--- config.mk ---
export PLATFORM = sky130hd
export DESIGN_NAME = u_counter
export DESIGN_NICKNAME = d
export VERILOG_FILES = /design/src/rtl/u_counter.sv
export SDC_FILE = /design/constraint.sdc
export NUM_CORES = 1
export LEC_CHECK = 0
export BUFFER_PORTS_ARGS = -buffer_cell sky130_fd_sc_hd__buf_2
export CORE_AREA = 2 2 39 41
export DETAILED_ROUTE_END_ITERATION = 16
export DIE_AREA = 0 0 41 43
export MAX_ROUTING_LAYER = met4
export SLEW_MARGIN = 5
export SYNTH_ARGS = -nofsm -noshare
export SYNTH_HDL_FRONTEND = slang
export SYNTH_SLANG_ARGS = --single-unit
--- constraint.sdc ---
create_clock -name clk -period 2.2 [get_ports clk]
set_input_delay 0.33 -clock clk [delete_from_list [all_inputs] [get_ports clk]]
set_output_delay 0.33 -clock clk [all_outputs]
set_load 0.02 [all_outputs]
--- src/rtl/u_counter.sv ---
// ---------------------------------------------------------------------------
// u_counter -- free-running binary up-counter with synchronous parallel load.
//
// Counts up by one on every rising edge of clk and wraps modulo 2^WIDTH.
// A load strobe replaces the increment with a parallel preset value for that
// edge. The count output comes straight from a register, so it has no
// combinational path from any input.
//
// Parameters:
//   WIDTH        counter / load bus width, 2..32
//   RESET_VALUE  value held on binary while reset is high (truncated to WIDTH)
//
// Ports:
//   clk     in   rising-edge clock
//   reset   in   asynchronous active-high reset
//   load_s  in   synchronous load strobe; takes priority over counting
//   load    in   parallel preset value, sampled when load_s=1
//   binary  out  registered count
//   tc      out  registered terminal-count flag (binary == all-ones);
//                present only when U_COUNTER_TC_EN is defined
//
// Build option:
//   U_COUNTER_TC_EN  adds the tc output and its register.
// ---------------------------------------------------------------------------
module u_counter #(
    parameter int          WIDTH       = 4,
    parameter logic [31:0] RESET_VALUE = 32'd0
) (
    input  logic             clk,
    input  logic             reset,
    input  logic             load_s,
    input  logic [WIDTH-1:0] load,
    output logic [WIDTH-1:0] binary
`ifdef U_COUNTER_TC_EN
    ,
    output logic             tc
`endif
);

    localparam logic [WIDTH-1:0] RST_V = RESET_VALUE[WIDTH-1:0];

    // Value binary takes on the next edge: load wins over increment, and the
    // add simply overflows past all-ones back to zero.
    logic [WIDTH-1:0] nxt;

    always_comb begin
        nxt = binary + WIDTH'(1);
        if (load_s)
            nxt = load;
    end

    always_ff @(posedge clk or posedge reset) begin
        if (reset)
            binary <= RST_V;
        else
            binary <= nxt;
    end

`ifdef U_COUNTER_TC_EN
    // tc is registered from the same next-value as binary, so both update on
    // the same edge and tc never glitches. Under reset it reflects whether
    // the reset value itself is terminal.
    always_ff @(posedge clk or posedge reset) begin
        if (reset)
            tc <= (RST_V == {WIDTH{1'b1}});
        else
            tc <= (nxt == {WIDTH{1'b1}});
    end
`endif

endmodule

# Yosys cells after proc, flatten, opt, wreduce, memory -nomap -nowiden
# Index checks and enable logic that the tools add are counted.
# W data, S select, Z words.
# op_classes
n_addsub	1
n_mux	1
# ops
operator	count
$add A4 B1 Y4 const B	1
$mux W4	1
# totals
register_bits	4
inputBits	7

# Longest topological paths before layout
# depth
word_depth	2
ltp_mapped	3
depth_no_buf	3

# Worst setup path before layout
# OpenSTA, ideal clock, no wires.
# synth_path
path_type	reg2reg
start	reg binary[0]
end	reg binary[1]
synth_period_minus_slack_ns	1.130
path_stages_with_launch	3
setup_slack_ns	1.070
n_path_buf	0
t_arrival_ns	1.005
setup_ns	0.125
path_cell_list	dfrtp_1 ha_1 mux2_2
# synth_via
elab_chain_cells	2
# synth_rtl
element	line_no	text
start: declaration	33	output logic [WIDTH-1:0] binary
start signal: assignment	56	binary <= nxt;
$add A4 B1 Y4	47	nxt = binary + WIDTH'(1);
$mux W4	48	if (load_s)
named net nxt[1]	44	logic [WIDTH-1:0] nxt;
# The timed path passes the listed nets, and every way through them passes these cells.

# Worst setup path after layout
# layout_path
start	reg binary[2]
end	out binary[2]
# No word-level cell between the ends.

==> reports/results.ini <==
[clock_tree]
numCtsBuffers = 3
cts.path.max_buffers = 2
clock_latency_ns = 0.23
cts_resized = 0
cts_tree = built
cts_hold_buf = 1
cts_setup_buffers = 0
path_clk_slew_ns = 0.04
htreeDepth = 1
cts_root_buf = clkbuf_4
clock_sinks = 4

[critical_path]
endpoint_kind = primary output
cp_data_required_time_ns = 1.87
worstPathArrival_ns = 0.80
crit_type = reg -> out
cp_max_fo = 3
cp_top_family = flip-flops
cp_cell_sequence = buf_2
critPathLaunchType = flip-flop
critPathSlowestCell = dfrtp_1
worst-path-buf-inv = 1
slowest_delay_ns = 0.40

[cells_and_area]
layout.cells.non_filler = 46
top_regs = binary (4)
top_register = binary
diodes = 0
areaGrowthSynthToFinish_pct = 58.2
drive_above_1_share_pct = 46.7
largest_reg_flops = 4
nFillCells = 163
fin_nets = 40

[synth]
avgSynthCellArea_um2 = 11.0
synthCells = 16
synth_cell_types = 10
synthTopCellsByCount = dfrtp_1, nand2_1, o21ai_0
synth_top_area_share_pct = 56.7
ys_ff_latch = 4
synth_edf_count = 0
synthArstFlopShare_pct = 100
synth_fp_nets = 24
ys_warn_count = 0
synthesis.area_um2 = 176
yosysMostFrequentCell = dfrtp_1
ys.flop_type = dfrtp_1
yosys-top-cells-area = dfrtp_1, ha_1, mux2_2
yosysTopAreaCell = dfrtp_1
ys_seq_area_share_pct = 56.7

[grt]
grt_max_degree = 8
track_usage_pct = 5.97
grt_pass1_wl_um = 558
antenna_found_initial = 0
overflow = 0
grt_pass1_vias = 160

[drt]
wl_um = 398
dr.pass1.iters = 1
vias = 158
route.detailed.drc = 0
first_iter_violations = 0
vias_per_cell = 3.43
ant_nets = 0
wl_per_cell_um = 8.65

[power_and_ir_drop]
clkPwrFrac_pct = 37.6
ir_drop_mv = 0.212
power.share.combinational_pct = 23.1
switching_share_pct = 28.4
p_int_uw = 171
power_frac_seq_pct = 39.4
power_density_nw_per_um2 = 856
leakagePower_nw = 0.139
p_switching_uw = 67.7

[timing]
fmax_mhz = 886
worst_slew_pin_slew_ns = 0.162
hold_viol_final = 0
fin_crit_ns = 1.13
rsz0062_at_grt = false
period_share_pct = 51.3
timing.setup.tns_ns = 0
final.setup_skew_ns = 0.00507
setup_viol = 0
drv_slew = 0
max_slew_margin_pct = 89.2

[job]
drv_cap = 0

[run_status]
status = finished, final reports clean

[floorplanning]
die_y_um = 43
dieArea_um2 = 1760
start_util_pct = 12.7
io_pins = 11
core_area_um2 = 1380
fp.dieW_um = 41
rows = 14

[place]
routabilityCongestion = 0.595
io_buffers = 10
place_inst = 42

[hold_path]
min_path_type = in -> reg

-- worst paths after layout --
kind	from	endpoint	slack, ns	cells past startpoint
max	binary[2]	binary[2]	1.07	1
min	load[2]	binary[2]	0.30	3
max reg2reg	binary[0]	binary[1]	1.15	2
min reg2reg	binary[0]	binary[0]	0.52	1
max in group asynchronous	reset	binary[3]	1.52	3
min in group asynchronous	reset	binary[2]	0.52	3
-- cells by family (layout without fill, tap and decap cells) --
| family | count (synthesis) | in the layout | synth area share [%] |
|---|---|---|---|
| flip-flops | 4 | 4 | 56.7 |
| AND/OR/NAND/NOR | 4 | 4 | 9.22 |
| AO/OA/AOI/OAI | 3 | 3 | 8.51 |
| XOR/XNOR | 2 | 2 | 9.93 |
| adder cells (fa/ha/maj) | 1 | 1 | 7.09 |
| multiplexers | 1 | 1 | 6.38 |
| buffers and inverters | 1 | 15 | 2.13 |
-- per-layer routing --
| metal | share of wire (%) | track usage, % | vias up | wire length [µm] |
|---|---|---|---|---|
| met4 | 0 | 6.00 | 0 | 0 |
| met5 | 0 | - | - | 0 |
| met3 | 16 | 6.28 | 0 | 64 |
| li1 | - | - | 81 | - |
| met2 | 47 | 7.50 | 9 | 187 |
| met1 | 36 | 4.19 | 68 | 145 |
-- stage by stage --
stage                     total power [mW]  setup WS (ns)  hold slack (ns)  util, %  cell area, µm²
after floorplan                      0.128           1.07           0.0961        -             176
after global placement               0.149           1.16            0.217     17.8             246
after detailed placement             0.150           1.15            0.225     17.8             246
after CTS                            0.245           1.06            0.301     20.2             279
after global routing                 0.258           1.04            0.312     20.2             279
final                                0.239           1.07            0.304     20.2             279
-- cells in the final DEF, fill, tap and decap left out, types with 2 or more instances in the layout --
cell type / Yosys / routed
nand2_1: 3 / 3
clkbuf_4: 0 / 3
buf_2: 0 / 10
o21ai_0: 2 / 2
dfrtp_1: 4 / 4
-- power by group through the flow --
stage | logic, mW | clock network, mW | registers (mW)
after floorplan | 0.0198 | 0 | 0.108
after global placement | 0.0540 | 0 | 0.0946
after detailed placement | 0.0549 | 0 | 0.0951
after CTS | 0.0563 | 0.0940 | 0.0943
after global routing | 0.0628 | 0.100 | 0.0957
final | 0.0551 | 0.0897 | 0.0940
-- final cells by class --
class	instances	area (µm²)	area share [%]
inverters	1	3.75	1.35
flip-flops and latches	4	100	35.9
clock buffers	3	22.5	8.07
multi-input cells	11	72.6	26.0
well taps	16	20.0	7.17
repair buffers	11	60.1	21.5
No activity file was read; power rests on OpenSTA's default activity.
